**src/rtl/cpu_mem_arbiter.sv**
```systemverilog
// cpu_mem_arbiter: shares one synchronous memory port among NUM_MASTERS requesters (round-robin; fixed priority when ARB_FIXED_PRIORITY_EN is defined).
// Latency: write ack 2 cycles after the IDLE cycle that samples req, read ack 2+READ_LAT cycles after it.
// Backpressure: req is a level held until ack; one transaction in flight, losing requesters simply wait in IDLE.
module cpu_mem_arbiter #(
  parameter int WIDTH       = 16,
  parameter int ADDR_WIDTH  = 16,
  parameter int NUM_MASTERS = 2,
  parameter int READ_LAT    = 1
) (
  input  logic                              clk,
  input  logic                              reset,
  input  logic [NUM_MASTERS-1:0]            req,
  input  logic [NUM_MASTERS-1:0]            we,
  input  logic [NUM_MASTERS*ADDR_WIDTH-1:0] addr,
  input  logic [NUM_MASTERS*WIDTH-1:0]      wdata,
  output logic [NUM_MASTERS-1:0]            ack,
  output logic [WIDTH-1:0]                  rdata,
  output logic                              busy,
  input  logic [WIDTH-1:0]                  memdata,
  output logic                              memwrite,
  output logic [ADDR_WIDTH-1:0]             adr,
  output logic [WIDTH-1:0]                  memOut
);

  localparam int         IDX_W     = (NUM_MASTERS > 1) ? $clog2(NUM_MASTERS) : 1;
  localparam logic [2:0] WAIT_LAST = 3'(READ_LAT - 1);

  typedef enum logic [1:0] {IDLE, ISSUE, WAIT, ACK} state_t;

  state_t                  state_q, state_d;
  logic                    win_vld;
  logic [IDX_W-1:0]        win_idx;
  logic                    sel_we;
  logic [ADDR_WIDTH-1:0]   sel_addr;
  logic [WIDTH-1:0]        sel_wdata;

  logic [IDX_W-1:0]        win_q;
  logic                    we_q;
  logic [ADDR_WIDTH-1:0]   addr_q;
  logic [WIDTH-1:0]        wdata_q;
  logic [2:0]              wait_cnt_q;
  logic [WIDTH-1:0]        rdata_q;

`ifdef ARB_FIXED_PRIORITY_EN
  // Fixed priority: the lowest requesting index wins (scan high to low, last hit sticks).
  always_comb begin
    win_vld = 1'b0;
    win_idx = '0;
    for (int i = NUM_MASTERS - 1; i >= 0; i--) begin
      if (req[i]) begin
        win_vld = 1'b1;
        win_idx = IDX_W'(i);
      end
    end
  end
`else
  logic [IDX_W-1:0] last_grant_q;
  logic [IDX_W-1:0] cand;

  // Round-robin: walk offsets N..1 from last_grant so the nearest requester after it wins.
  always_comb begin
    win_vld = 1'b0;
    win_idx = '0;
    cand    = '0;
    for (int i = NUM_MASTERS; i >= 1; i--) begin
      cand = IDX_W'((int'(last_grant_q) + i) % NUM_MASTERS);
      if (req[cand]) begin
        win_vld = 1'b1;
        win_idx = cand;
      end
    end
  end

  // Remember the most recent grant; reset value makes master 0 first in line.
  always_ff @(posedge clk or negedge reset) begin
    if (!reset) begin
      last_grant_q <= IDX_W'(NUM_MASTERS - 1);
    end else if (state_q == IDLE && win_vld) begin
      last_grant_q <= win_idx;
    end
  end
`endif

  // Pick the winner's write flag, address and data out of the flattened buses.
  always_comb begin
    sel_we    = 1'b0;
    sel_addr  = '0;
    sel_wdata = '0;
    for (int i = 0; i < NUM_MASTERS; i++) begin
      if (win_idx == IDX_W'(i)) begin
        sel_we    = we[i];
        sel_addr  = addr[i*ADDR_WIDTH +: ADDR_WIDTH];
        sel_wdata = wdata[i*WIDTH +: WIDTH];
      end
    end
  end

  // State register; reset aborts any transaction without an ack.
  always_ff @(posedge clk or negedge reset) begin
    if (!reset) begin
      state_q <= IDLE;
    end else begin
      state_q <= state_d;
    end
  end

  // Next state plus the per-state strobes (ack, memwrite, busy).
  always_comb begin
    state_d  = state_q;
    ack      = '0;
    memwrite = 1'b0;
    busy     = 1'b1;
    case (state_q)
      IDLE: begin
        busy = 1'b0;
        if (win_vld) state_d = ISSUE;
      end
      ISSUE: begin
        memwrite = we_q;
        state_d  = we_q ? ACK : WAIT;
      end
      WAIT: begin
        if (wait_cnt_q == WAIT_LAST) state_d = ACK;
      end
      ACK: begin
        ack     = NUM_MASTERS'(1) << win_q;
        state_d = IDLE;
      end
      default: state_d = IDLE;
    endcase
  end

  // Latch the winning request, count read wait cycles and capture read data on the last one.
  always_ff @(posedge clk or negedge reset) begin
    if (!reset) begin
      win_q      <= '0;
      we_q       <= 1'b0;
      addr_q     <= '0;
      wdata_q    <= '0;
      wait_cnt_q <= '0;
      rdata_q    <= '0;
    end else begin
      if (state_q == IDLE && win_vld) begin
        win_q   <= win_idx;
        we_q    <= sel_we;
        addr_q  <= sel_addr;
        wdata_q <= sel_wdata;
      end
      if (state_q == ISSUE) begin
        wait_cnt_q <= '0;
      end else if (state_q == WAIT) begin
        wait_cnt_q <= wait_cnt_q + 3'd1;
      end
      if (state_q == WAIT && wait_cnt_q == WAIT_LAST) begin
        rdata_q <= memdata;
      end
    end
  end

  // The latched request only changes on a grant, so adr/memOut hold between transactions.
  assign adr    = addr_q;
  assign memOut = wdata_q;
  assign rdata  = rdata_q;

endmodule

```
**config.mk**
```make
export PLATFORM = sky130hd
export DESIGN_NAME = cpu_mem_arbiter
export DESIGN_NICKNAME = d
export VERILOG_FILES = /design/src/rtl/cpu_mem_arbiter.sv
export SDC_FILE = /design/constraint.sdc
export NUM_CORES = 1
export LEC_CHECK = 0
export ABC_AREA = 1
export CAP_MARGIN = 5
export CORE_MARGIN = 4
export CORE_UTILIZATION = 40
export CTS_CLUSTER_DIAMETER = 60
export CTS_CLUSTER_SIZE = 28
export DETAILED_ROUTE_END_ITERATION = 6
export PLACE_DENSITY = 0.79
export SYNTH_ARGS = -nofsm -noshare
export SYNTH_HDL_FRONTEND = slang
export SYNTH_SLANG_ARGS = --single-unit
export TNS_END_PERCENT = 1
```
**constraint.sdc**
```tcl
create_clock -name clk -period 3.85 [get_ports clk]
set_clock_uncertainty 0.05 [all_clocks]
set_input_delay 0.5775 -clock clk [delete_from_list [all_inputs] [get_ports clk]]
set_output_delay 0.5775 -clock clk [all_outputs]
set_load 0.02 [all_outputs]
```
Word level (Yosys, flattened, before mapping)

Cells that the tools add are included.

Equality and inequality tests: 5
Shifts and indexed selects: 1
Mux-type cells: 20
$lt $le $gt $ge: 2
Add/sub/neg operators: 3
Reduce and logical (&&, ||, !) cells: 6

Operators with widths:

| kind                                                                  | count |
|---|---|
| 16-bit two-way mux                                                    | 2 |
| 1-bit two-way mux                                                     | 12 |
| 2-bit one-hot mux with 4 select lines                                 | 1 |
| 2-bit two-way mux                                                     | 3 |
| 3-bit two-way mux                                                     | 2 |
| 2-bit == test (second input constant)                                 | 2 |
| 1-bit by 2-bit < comparator with 1-bit output (second input constant) | 2 |
| 2-bit inequality test (second input constant)                         | 2 |
| 3-bit by 1-bit adder with 3-bit output (second input constant)        | 1 |
| 3-bit zero test                                                       | 1 |
| 1-bit adder (second input constant)                                   | 2 |
| 2-bit by 1-bit == test with 1-bit output (second input constant)      | 1 |
| 1-bit logical AND                                                     | 2 |
| 2-bit zero test                                                       | 1 |
| 2-bit AND reduction                                                   | 1 |
| 2-bit nonzero test                                                    | 1 |
| 1-bit by 1-bit << shifter with 2-bit output (first input constant)    | 1 |

Register bits: 56
Output and inout bits: 52

Longest topological paths before layout

Gate-level depths: netlist of run 1.

Depth in word-level cells: 7
Gate-level depth with buffers: 8
Depth with buffers taken out: 8

Worst setup path after synthesis of run 1

Ideal clock, no wire load.

Path kind: reg2out
From: register state_q[1]
To: output memwrite
Arrival: 0.901 ns
Slack: 2.322 ns
Path buffers: 0
Stages on the path, launching flop included: 5
Path through: dfrtp_1 -> inv_1 -> ha_1 -> nand2_1 -> inv_1

Cells in the longest elaborated chain, start to end: 2

RTL lines:

| what                                     | RTL line | source |
|---|---|---|
| from (decl)                              | 30       | `state_t state_q, state_d;` |
| from (signal assigned)                   | 103      | `state_q <= state_d;` |
| 2-bit by 1-bit == test with 1-bit output | 113      | `case (state_q)` |
| 1-bit two-way mux                        | 113      |  |
| to (decl)                                | 20       | `output logic memwrite,` |

Every way passes these cells.

Worst setup path after layout of run 1

From: register state_q[0]
To: output busy

Cells in the longest elaborated chain, start to end: 2

RTL lines:

| what              | RTL line | source |
|---|---|---|
| 2-bit zero test   | 113      |  |
| 1-bit two-way mux | 113      |  |
| to (decl)         | 18       | `output logic busy,` |

Every way passes these cells.

==> results.md, run 1 <==
* Worst EP required at ~3.2 ns
* Initial core utilization at 41.5%
* Remaining routing DRC violations at 0
* Site row count at 30
* Number of routed nets with antenna violations at 0
* Placed wire-length estimate after detailed placement at 6010 um
* Final GP Congestion at 0.793
* RSZ-0062 raised after global routing: no
* Sum of overflow across all layers after global routing at 0
* Clock Path Buffers at 2
* Number of distinct library cells after synthesis at 20
* Initial detailed-routing violation count at 119
* Quantity of I/O buffers inserted on ports at 137
* Smallest hold slack at approximately 0.24 ns
* Slew at the pin closest to its max-slew limit at 0.922 ns
* CTS tree: yes
* Kind of critical path: reg2out
* Number of H-tree levels at 2
* Core Region at 6870 um2
* Family with the most delay on the worst path: buffers and inverters
* Fill cell instance count of the final layout at 615
* Diode count at 0
* Setup TNS Final at 0 ns
* Number of resized instances in the post-cts repair step at 0
* Setup Buffers After CTS at 0
* Clk Latency, worst-skew pair at about 0.3 ns
* Final routed wire length divided by cell count at 13.2 um
* Period utilization at 66.3%
* GRT Resource Usage Total at 18.8%
* Root Buffer Master: sky130_fd_sc_hd__clkbuf_8
* Number of hold buffers added after cts at 0
* Overall die area at 8540 um2
* Share of layout cells above drive strength 1 at around 3.6%
* Post-route core utilization at between 60% and 70%
* First-pass GRT wire length at 13,100 um
* Seq/Total Area, Yosys at roughly half
* Post-Synthesis Cells at 375
* Number of maximum-capacitance violations at 0
* Die width at 92.4 um
* Clock sink count at 56
* Total wire length after detailed routing at slightly below 8000 um
* Static leakage power at 2.20 nW
* Area delta synth->final at 51.4%
* Slew Limit Headroom at 38.4%
* Clock transition at the register clock pins on the worst setup and hold paths after CTS at 0.09 ns
* Reg2Reg Capture Point: rdata[11]$_DFFE_PN0P_
* Result of the run: finished clean
* Slowest CP cell: sky130_fd_sc_hd__clkdlybuf4s50_1
* Endpoint arrival time on the critical path at between 1.5 and 2 ns
* Number of optimization iterations in the first detailed-route pass at 4
* Routed vias at 2,737
* Syn_area_per_cell at 7.60 um2
* F_max at between 300 and 400 MHz
* Hold Path Class: in2async
* Depth of the worst register-to-register path at 4
* Shortest period the worst path allows at 2.55 ns
* Buffers and inverters on the worst path at 3
* Antenna violations before repair at 0
* IR Drop Worst-Case VDD at 0.324 mV
* Number of buffers created by CTS at 5
* Via count of the first global-routing pass at 2,718
* Final-report max-slew violation count at 0
* # nets final at 597
* I/O pin cnt at 138
* Kind of start point of the critical path: flip-flop
* Start of the worst register-to-register path: state_q[0]$_DFFE_PN0P_
* Worst path cell trace: inv_1, ha_1, inv_2, clkdlybuf4s50_1
* Crit path largest cell delay at ~0.65 ns
* Post-synthesis instance area at 2850 um2
* Fin. Hold Viols at 0
* Cell taking the most area after synthesis: sky130_fd_sc_hd__dfrtp_1
* Die Y-Extent at 92.4 um
* Post-synthesis net count at 469
* Total power per unit cell area at 716 nW/um2
* Setup slack of the most critical reg-to-reg path at 1.79 ns
* Largest fanout on the critical path at 6
* Setup violation total in the final timing report at 0
* Endpoint kind of the worst setup timing path: output pin
* Pin count of the biggest net entering global routing at 36
* Number of synthesized register bits at 56
* Share of the synthesized area in the top cell type at between 40% and 50%
* Average vias per placed instance at 4.56
* Area contributors post-synth: sky130_fd_sc_hd__dfrtp_1 48%, sky130_fd_sc_hd__nand2_1 26%, sky130_fd_sc_hd__nand3_1 6.3%
* Synth warnings at 0
[worst register-to-register path: cells and delay by family (launching register included)]
kind | cells | cell delay, ns
simple gates | 1 | 0.65
flops | 1 | 0.46
fa+ha+maj | 1 | 0.19
compound gates | 1 | 0.45
buf+inv | 1 | 0.16
[state kept, by name, summed over array words and instances (netlist names)]
signal and count:
last_grant_q 1, adr 16, wait_cnt_q 3, memOut 16, win_q 1, rdata 16
we_q 1, state_q 2
[cells by family (layout without fill, tap and decap cells)]
group                    count (synthesis)  in the layout  share of synthesized area, %
buffers and inverters                   47            176                          8.60
flip-flops                              56             56                          49.2
AND/OR/NAND/NOR                        243            243                          34.9
adder cells (fa/ha/maj)                  8              8                          3.51
AO/OA/AOI/OAI                           20             20                          3.51
XOR/XNOR                                 1              1                         0.307
[layer usage]
metal	vias to the layer above	GRT usage, %	routed length [um]
li1	1404	-	-
met1	1245	22.6	3160
met2	75	34.0	4210
met3	13	3.33	361
met4	0	5.57	175
met5	-	0	0
[cells in the mapped netlist]
master	number
sky130_fd_sc_hd__nand2_1	199
sky130_fd_sc_hd__xor2_1	1
sky130_fd_sc_hd__inv_2	1
sky130_fd_sc_hd__nor2_8	1
sky130_fd_sc_hd__dfrtp_1	55
sky130_fd_sc_hd__ha_1	8
sky130_fd_sc_hd__clkbuf_1	1
sky130_fd_sc_hd__nand2_2	1
sky130_fd_sc_hd__nor2_4	1
sky130_fd_sc_hd__nor2_1	3
sky130_fd_sc_hd__inv_4	1
sky130_fd_sc_hd__inv_1	26
sky130_fd_sc_hd__buf_6	7
sky130_fd_sc_hd__dfstp_2	1
sky130_fd_sc_hd__buf_2	11
sky130_fd_sc_hd__a21oi_1	1
sky130_fd_sc_hd__nand3_1	36
sky130_fd_sc_hd__o21ai_0	19
sky130_fd_sc_hd__nand3b_1	1
sky130_fd_sc_hd__nand2_4	1
[per-stage QoR]
step	cells	power (W)	worst slack (ns)	cell area (um2)
after floorplan	375	0.00203	2.32	2850
after CTS	600	0.00312	1.28	4320
after global routing	600	0.00335	1.20	4320
after detailed placement	592	0.00278	1.35	4220
final	600	0.00309	1.30	4320
after global placement	592	0.00273	1.37	4220
[cells in the final DEF, fill, tap and decap left out, types with 3 or more instances in the layout]
cell type                           n
sky130_fd_sc_hd__nand2_1          199
sky130_fd_sc_hd__clkdlybuf4s50_1  136
sky130_fd_sc_hd__dfrtp_1           55
sky130_fd_sc_hd__nand3_1           36
sky130_fd_sc_hd__inv_1             26
sky130_fd_sc_hd__o21ai_0           19
sky130_fd_sc_hd__ha_1               8
sky130_fd_sc_hd__clkbuf_8           6
sky130_fd_sc_hd__nor2_1             3
sky130_fd_sc_hd__buf_4              3
[where the power goes]
| group | internal [W] | total (W) | switching, W |
|---|---|---|---|
| registers | 0.000879 | 0.00104 | 0.000165 |
| clock network | 0.000147 | 0.000328 | 0.000181 |
| logic | 0.000750 | 0.00172 | 0.000967 |
| total | 0.00177 | 0.00309 | 0.00131 |
[final cells by class]
cell class	count	area (um2)	share of cell area, %
Sequential cell	56	1400	32.5
Multi-Input combinational cell	272	1200	27.9
Inverter	28	108	2.49
Clock inverter	1	7.51	0.174
Clock buffer	7	86.3	2.00
Tap cell	96	120	2.78
Timing Repair Buffer	140	1390	32.2
[how the worst max path moves through the flow]
stage                                 startpoint  cells past startpoint  slack, ns                     end
final                     state_q[0]$_DFFE_PN0P_                      4       1.30                    busy
after global placement                    req[0]                      7       1.37  memOut[15]$_DFFE_PN0P_
after floorplan           state_q[1]$_DFFE_PN0P_                      4       2.32                memwrite
after global routing      state_q[0]$_DFFE_PN0P_                      4       1.20                    busy
after detailed placement                  req[1]                      7       1.35   memOut[3]$_DFFE_PN0P_
after CTS                 state_q[0]$_DFFE_PN0P_                      4       1.28                    busy
Power figures use the tool's default switching activity.
==> inputs of run 2 (changes only) <==
==> constraint.sdc (replaced) <==
create_clock -name clk -period 2.65 [get_ports clk]
set_clock_uncertainty 0.05 [all_clocks]
set_input_delay 0.3975 -clock clk [delete_from_list [all_inputs] [get_ports clk]]
set_output_delay 0.3975 -clock clk [all_outputs]
set_load 0.02 [all_outputs]
==> results.md, run 2 (same netlist as run 1, synthesis figures left out) <==
* Initial detailed-routing violation count at 112
* Core Region at 6870 um2
* Slowest CP cell: sky130_fd_sc_hd__clkdlybuf4s50_1
* Fill cell instance count of the final layout at 617
* # nets final at 599
* CTS tree: yes
* IR Drop Worst-Case VDD at between 0.5 and 0.6 mV
* Number of placed cells counting well taps at roughly 590
* Multi-input combinational cell area at 1200 um2
* Period utilization at 89.3%
* Slew at the pin closest to its max-slew limit at 0.953 ns
* F_max at 423 MHz
* Die Y-Extent at 92.4 um
* Diode count at 0
* RSZ-0062 raised after global routing: no
* Kind of start point of the critical path: flip-flop
* Initial core utilization at 41.5%
* Remaining routing DRC violations at 0
* Post-route core utilization at 63.0%
* Final routed wire length divided by cell count at about 13 um
* Routed vias at about 2.7k
* Number of maximum-capacitance violations at 0
* Static leakage power at 2.21 nW
* Site row count at 30
* Setup violation total in the final timing report at 0
* Clock sink count at 56
* Commonest cells after routing, fill and taps aside: 199 x sky130_fd_sc_hd__nand2_1, 136 x sky130_fd_sc_hd__clkdlybuf4s50_1, 55 x sky130_fd_sc_hd__dfrtp_1, 36 x sky130_fd_sc_hd__nand3_1, 26 x sky130_fd_sc_hd__inv_1
* Endpoint arrival time on the critical path at 1.92 ns
* Depth of the worst register-to-register path at 4
* Sequential cell area in the final layout at 1400 um2
* Quantity of I/O buffers inserted on ports at 137
* Root Buffer Master: sky130_fd_sc_hd__clkbuf_8
* Buffers and inverters on the worst path at 3
* Number of routed nets with antenna violations at 0
* Pin count of the biggest net entering global routing at 36
* Post-route non-filler standard cell count at 602
* Largest fanout on the critical path at 6
* Commonest non-fill, non-tap cell in the layout: sky130_fd_sc_hd__nand2_1
* Clock Path Buffers at 2
* I/O pin cnt at 138
* Die width at 92.4 um
* Setup slack of the most critical reg-to-reg path at 0.61 ns
* Number of optimization iterations in the first detailed-route pass at 7
* Clock transition at the register clock pins on the worst setup and hold paths after CTS at roughly 0.10 ns
* Result of the run: finished clean
* Crit path largest cell delay at 0.65 ns
* Placed wire-length estimate after detailed placement at 6020 um
* Kind of critical path: reg2out
* Total power per unit cell area at 1030 nW/um2
* Setup Buffers After CTS at 0
* Overall die area at 8540 um2
* Area delta synth->final at 51.9%
* Antenna violations before repair at 0
* Sum of overflow across all layers after global routing at 0
* Total wire length after detailed routing at around 8000 um
* Worst path cell trace: inv_1, ha_1, inv_2, clkdlybuf4s50_1
* Start of the worst register-to-register path: state_q[0]$_DFFE_PN0P_
* Family with the most delay on the worst path: buffers and inverters
* Shortest period the worst path allows at 2.37 ns
* Via count of the first global-routing pass at 2,626
* GRT Resource Usage Total at 18.9%
* Worst EP required at 2.20 ns
* Final GP Congestion at 0.798
* Number of H-tree levels at 2
* Clk Latency, worst-skew pair at 0.31 ns
* Average vias per placed instance at ~4.5
* Number of buffers created by CTS at 5
* First-pass GRT wire length at 13,000 um
* Share of layout cells above drive strength 1 at 3.95%
* Reg2Reg Capture Point: rdata[10]$_DFFE_PN0P_
* Setup TNS Final at 0 ns
* Slew Limit Headroom at 36.3%
* Fin. Hold Viols at 0
* Hold Path Class: in2async
* Final-report max-slew violation count at 0
* Endpoint kind of the worst setup timing path: output pin
## run 2: power breakdown
part           switching (W)  internal (W)  total (W)
combinational        0.00139       0.00109    0.00248
clock               0.000291      0.000189   0.000480
sequential          0.000240       0.00128    0.00152
## run 2: layer usage
layer / wire, um / share of wire (%) / up-vias / GRT usage [%]
li1: - / - / 1400 / -
met1: 3150 / 39 / 1243 / 22.9
met2: 4310 / 54 / 86 / 34.3
met3: 453 / 5.7 / 6 / 3.90
met4: 87 / 1.1 / 0 / 4.08
met5: 0 / 0 / - / 0
## run 2: how the worst max path moves through the flow
stage / start / endpoint / slack, ns / depth (start not counted)
after global placement: req[0] / memOut[10]$_DFFE_PN0P_ / 0.54 / 6
after floorplan: state_q[0]$_DFFE_PN0P_ / adr[0]$_DFFE_PN0P_ / 1.21 / 8
final: state_q[0]$_DFFE_PN0P_ / busy / 0.28 / 4
after CTS: state_q[0]$_DFFE_PN0P_ / busy / 0.27 / 4
after global routing: state_q[0]$_DFFE_PN0P_ / busy / 0.22 / 4
after detailed placement: req[0] / memOut[8]$_DFFE_PN0P_ / 0.52 / 6
## run 2: timing repair
item | CTS | global route
gates resized for setup | 0 | 0
hold buffers | 1 | 0
hold endpoints to repair | 3 | 0
## run 2: area by class of cell
| class | instances | area share, % |
|---|---|---|
| Tap cell | 96 | 2.77 |
| Sequential cell | 56 | 32.4 |
| Inverter | 28 | 2.48 |
| Timing Repair Buffer | 142 | 32.5 |
| Clock inverter | 3 | 0.491 |
| Multi-Input combinational cell | 272 | 27.8 |
| Clock buffer | 5 | 1.59 |
## run 2: stage by stage
step                      instance area (um2)  hold slack (ns)  total power, W  worst slack [ns]
final                                    4330            0.363         0.00448             0.283
after detailed placement                 4230            0.160         0.00404             0.525
after global placement                   4230            0.160         0.00397             0.539
after floorplan                          2850           0.0519         0.00295              1.21
after global routing                     4330            0.363         0.00485             0.225
after CTS                                4330            0.353         0.00453             0.272
==> patch 1 (config.mk and constraints of run 1) <==
The option `ARB_FIXED_PRIORITY_EN` is turned on by a define.
--- a/src/rtl/cpu_mem_arbiter.sv
+++ b/src/rtl/cpu_mem_arbiter.sv
@@ -1,6 +1,8 @@
 // cpu_mem_arbiter: shares one synchronous memory port among NUM_MASTERS requesters (round-robin; fixed priority when ARB_FIXED_PRIORITY_EN is defined).
 // Latency: write ack 2 cycles after the IDLE cycle that samples req, read ack 2+READ_LAT cycles after it.
 // Backpressure: req is a level held until ack; one transaction in flight, losing requesters simply wait in IDLE.
+`define ARB_FIXED_PRIORITY_EN
+
 module cpu_mem_arbiter #(
   parameter int WIDTH       = 16,
   parameter int ADDR_WIDTH  = 16,
Check against the original RTL: not equivalent (a bounded check fails within 10 cycles, from zero or initial values and one cycle with reset low).
==> patch 1 against run 1 <==
- design area rose by 5.2%
- sequential cell count shrank 1
- hold slack better by 0.098 ns
- synthesized area is 8.9% higher
- worst setup slack improved by 0.024 ns
- core utilization fell by 1.5 points
- routed wire length decreased by 6.1%
- total power grew 5.9%
- largest cell class is now non-clock buffers
- highest routed layer unchanged
==> patch 1: results (changes against run 1) <==
outcome:
  run_status: "complete, no violations"  # unchanged
finish:
  non_clock_buffer_area_share_pct: 30.40  # was 32.17%
  num-nets-final: 592  # was 597
  clock_cell_area_share_pct: 2.038  # was 2.174%
  n_multi_input_combinational_cell: 235  # was 272
  clock_buffer_count: 5  # was 7
  buffers: 139  # was 140
  multi_input_area_share_pct: 29.25  # was 27.88%
  area.share.sequential_pct: 30.29  # was 32.49%
  finalCoreUtilization_pct: 61.32  # was 62.84%
  drive_gt1_share_pct: 21.44  # was 3.571%
  layout.filler_cells: 634  # was 615
clock_tree:
  clkSlewWorstSetupHoldPaths_ns: 0.11  # was 0.09 ns
timing:
  slew-limit-headroom_pct: 37.10  # was 38.37%
setup_path:
  slowest_delay_ns: 0.63  # was 0.65 ns
  timing.reg2reg.worst_path_depth: 7  # was 4
  critPathMaxFanout: 6  # unchanged
power_and_ir_drop:
  net-switching-power_mw: 1.415  # was 1.314 mW
  p_leak_nw: 2.200  # about the same
  power.combinational.total_mw: 1.88  # was 1.72 mW
  total_power_mw: 3.272  # was 3.089 mW
detailed_routing:
  drt_iter0_drc: 60  # was 119
  detail_route.wirelength.met1_mm: 3.061  # was 3.163 mm
  vias: 2675  # was 2737
  route.met3.wl_um: 778  # was 361 µm
  wl_met2_mm: 3.549  # was 4.212 mm
  detail_route.wl_per_cell_um: 12.42  # was 13.19 µm
synthesis:
  area_share_of_fa_ha_maj_cells_after_synthesis_pct: 3.223  # was 3.510%
  xor_xnor_share_of_the_synthesized_area_pct: 0.2820  # was 0.3072%
  netlist-cell-type-count: 22  # was 20
  synth_common_cells: "sky130_fd_sc_hd__nand2_1 (70), sky130_fd_sc_hd__inv_1 (60), sky130_fd_sc_hd__nand2_2 (59)"  # was sky130_fd_sc_hd__nand2_1 (199), sky130_fd_sc_hd__dfrtp_1 (55), sky130_fd_sc_hd__nand3_1 (36)
  ys_top_cells_by_area: "sky130_fd_sc_hd__dfrtp_1 (44%), sky130_fd_sc_hd__nand2_2 (12%), sky130_fd_sc_hd__o21ai_2 (8.7%), sky130_fd_sc_hd__nand2_1 (8.5%), sky130_fd_sc_hd__inv_1 (7.3%)"  # was sky130_fd_sc_hd__dfrtp_1 (48%), sky130_fd_sc_hd__nand2_1 (26%), sky130_fd_sc_hd__nand3_1 (6.3%), sky130_fd_sc_hd__ha_1 (3.5%), sky130_fd_sc_hd__inv_1 (3.4%)
  synth.ff_latch_count: 55  # was 56
  synth_compound_gate_area_share_pct: 12.45  # was 3.510%
global_route:
  global_routing_usage_summed_across_all_routing_layers_pct: 16.63  # was 18.77%
  first_global_vias: 2759  # was 2718
  grt_first_pass_wirelength_mm: 12.25  # was 13.08 mm
  gr-usage-met2_pct: 28.75  # was 34.02%
  pin_count_of_the_biggest_net_entering_global_routing: 56  # was 36
  grt.met3_usage_pct: 5.238  # was 3.331%
  globalRouteMet1Util_pct: 19.78  # was 22.58%
placed_design:
  dp_hpwl_mm: 5.593  # was 6.007 mm
  placement.setup.worst_slack_ns: 1.391  # was 1.350 ns
  placement.cell_area_um2: 4451  # was 4223 µm²
  finalWeightedCongestion: 0.7603  # was 0.7927
## patch 1: changes by cell type after synthesis, moves of 3 or more
cell,delta
sky130_fd_sc_hd__buf_12,+3
sky130_fd_sc_hd__nand2_2,+58
sky130_fd_sc_hd__nor2_1,+33
sky130_fd_sc_hd__o21ai_2,+31
sky130_fd_sc_hd__inv_1,+34
sky130_fd_sc_hd__nand2_1,-129
sky130_fd_sc_hd__buf_8,+3
sky130_fd_sc_hd__buf_2,-3
sky130_fd_sc_hd__nand3_1,-34
sky130_fd_sc_hd__buf_6,-6
sky130_fd_sc_hd__o21ai_0,+3
## patch 1: path summary, 6_finish.rpt
path                            startpoint    endpoint  slack (ns)
worst max-delay path            state_q[0]        busy        1.32
worst min-delay path                 reset  memOut[14]        0.34
worst max register to register  state_q[0]      adr[1]        1.68
worst min register to register      adr[5]      adr[5]        0.44
max in group asynchronous            reset     adr[13]        2.95
min in group clk                    adr[5]      adr[5]        0.44
==> patch 2 (flow settings as in run 1) <==
Without the edit above. Reset style: synchronous (`reset`), changed in 3 clocked blocks.
--- a/src/rtl/cpu_mem_arbiter.sv
+++ b/src/rtl/cpu_mem_arbiter.sv
@@ -72,7 +72,7 @@
   end
 
   // Remember the most recent grant; reset value makes master 0 first in line.
-  always_ff @(posedge clk or negedge reset) begin
+  always_ff @(posedge clk) begin
     if (!reset) begin
       last_grant_q <= IDX_W'(NUM_MASTERS - 1);
     end else if (state_q == IDLE && win_vld) begin
@@ -96,7 +96,7 @@
   end
 
   // State register; reset aborts any transaction without an ack.
-  always_ff @(posedge clk or negedge reset) begin
+  always_ff @(posedge clk) begin
     if (!reset) begin
       state_q <= IDLE;
     end else begin
@@ -131,7 +131,7 @@
   end
 
   // Latch the winning request, count read wait cycles and capture read data on the last one.
-  always_ff @(posedge clk or negedge reset) begin
+  always_ff @(posedge clk) begin
     if (!reset) begin
       win_q      <= '0;
       we_q       <= 1'b0;
Formal check against the unedited RTL: differs if reset is asserted again (counterexample within 4 cycles, from zero or initial values and one cycle with reset low); with reset held inactive, the same outputs for 10 cycles.
==> patch 2 against run 1 <==
- register-to-register slack got worse by 0.15 ns
- combinational power decreased by 21%
- synthesized area fell by 6.8%
- sequential cell count is the same
- die area shrank 6.2%
- core utilization up 1.0 points
- design area decreased by 5.5%
- hold slack better by 0.16 ns
- total power fell by 16%
- routed wire length is 1.8% lower
- worst setup slack improved by 0.043 ns
==> patch 2: results (changes against run 1) <==
placed_design:
  placed_cells: 576  # was 592
  placement.cell_area_um2: 3985  # was 4223 µm²
  finalWeightedCongestion: 0.7920  # was 0.7927
  dp_hpwl_mm: 5.690  # was 6.007 mm
synthesis:
  asyncSetResetFlopFracSynth_pct: 0  # was 100.0%
  ys_top_cells_by_area: "sky130_fd_sc_hd__dfxtp_1 (42%), sky130_fd_sc_hd__nand2_1 (12%), sky130_fd_sc_hd__nor2_1 (10%), sky130_fd_sc_hd__o21ai_0 (7.7%), sky130_fd_sc_hd__nand3_1 (6.8%)"  # was sky130_fd_sc_hd__dfrtp_1 (48%), sky130_fd_sc_hd__nand2_1 (26%), sky130_fd_sc_hd__nand3_1 (6.3%), sky130_fd_sc_hd__ha_1 (3.5%), sky130_fd_sc_hd__inv_1 (3.4%)
  netlist-cell-type-count: 21  # was 20
  sequential_area_share_after_synthesis_pct: 42.16  # was 49.19%
  syn_nets: 477  # was 469
power_and_ir_drop:
  net-switching-power_mw: 1.072  # was 1.314 mW
  p_leak_nw: 1.728  # was 2.200 nW
  max-vdd-ir-drop_v: 0.0003833  # was 0.0003243 V
global_route:
  grt_first_pass_wirelength_mm: 12.36  # was 13.08 mm
  pin_count_of_the_biggest_net_entering_global_routing: 54  # was 36
  first_global_vias: 2573  # was 2718
  global_routing_usage_summed_across_all_routing_layers_pct: 19.63  # was 18.77%
detailed_routing:
  postRouteWirelength_mm: 7.772  # was 7.913 mm
  drt_iter0_drc: 109  # was 119
  vias: 2860  # was 2737
timing:
  whs_ns: 0.4006  # was 0.2421 ns
finish:
  num-nets-final: 599  # was 597
  drive_gt1_share_pct: 3.550  # was 3.571%
hold_path:
  hp-class: "register to register"  # was primary input to async pin
setup_path:
  critPathMaxFanout: 5  # was 6
  r2r-start: "state_q[0]"  # unchanged
  r2r_end: "rdata[8]"  # was rdata[11]
  regToRegSetupSlack_ns: 1.64  # was 1.79 ns
  cp.arrival_ns: 1.88  # was 1.93 ns
outcome:
  run_status: "complete, no violations"  # unchanged
[patch 2: cell types whose count changed after synthesis, moves of 2 or more]
| cell | delta |
|---|---|
| sky130_fd_sc_hd__nor2_1 | +71 |
| sky130_fd_sc_hd__or2_2 | +2 |
| sky130_fd_sc_hd__clkbuf_1 | +5 |
| sky130_fd_sc_hd__nand2_1 | -117 |
| sky130_fd_sc_hd__dfxtp_1 | +56 |
| sky130_fd_sc_hd__dfrtp_1 | -55 |
| sky130_fd_sc_hd__o21ai_1 | +8 |
| sky130_fd_sc_hd__o21ai_0 | +22 |
| sky130_fd_sc_hd__a21oi_1 | +20 |
[patch 2: through the flow]
stage | setup WS [ns] | util (%) | total power [mW]
floorplan | 2.310 | - | 1.729
finish | 1.338 | 63.85 | 2.580
global route | 1.206 | 63.85 | 2.774
global placement | 1.583 | 62.40 | 2.237
CTS | 1.313 | 63.85 | 2.605
detailed placement | 1.534 | 62.40 | 2.276
[patch 2: layout make-up]
class | count | area, µm²
clock buffer | 5 | 68.82
clock inverter | 3 | 23.77
fill | 592 | 2308
inverter | 27 | 103.9
multi-input combinational | 276 | 1270
sequential | 56 | 1121
tap | 77 | 96.34
timing repair buffer | 140 | 1394
[patch 2: critical path, stage by stage (launching register included)]
cell                              delay [ns]
sky130_fd_sc_hd__dfxtp_1                0.39
sky130_fd_sc_hd__inv_1                  0.12
sky130_fd_sc_hd__ha_1                   0.24
sky130_fd_sc_hd__inv_1                  0.19
sky130_fd_sc_hd__clkdlybuf4s50_1        0.64
[patch 2: worst max-delay path by stage]
stage	startpoint	endpoint	depth (start not counted)
2_1_floorplan	state_q[0]	busy	3
5_1_grt	state_q[0]	busy	4
6_report	state_q[0]	busy	4
3_5_place_dp	req[1]	adr[6]	7
3_3_place_gp	req[0]	we_q	6
4_1_cts	state_q[0]	busy	4
[patch 2: metal layers]
metal / wire (µm) / track usage, %
met5: 0 / 0
met4: 57 / 4.060
met3: 807 / 5.438
met2: 3624 / 33.42
met1: 3283 / 24.85
[patch 2: kinds of logic after synthesis]
| kind of cell | after synthesis | share of synthesized area [%] |
|---|---|---|
| flip-flops | 56 | 42.16 |
| AO/OA/AOI/OAI | 70 | 13.18 |
| adder cells (fa/ha/maj) | 7 | 3.294 |
| AND/OR/NAND/NOR | 199 | 31.29 |
| buffers and inverters | 52 | 10.07 |
[patch 2: power groups by stage]
stage / Combinational (mW) / Clock [mW] / Sequential [mW]
2_1_floorplan: 0.611 / 0 / 1.12
3_3_place_gp: 1.34 / 0 / 0.896
3_5_place_dp: 1.37 / 0 / 0.907
4_1_cts: 1.37 / 0.338 / 0.894
5_1_grt: 1.49 / 0.363 / 0.916
6_report: 1.36 / 0.329 / 0.893
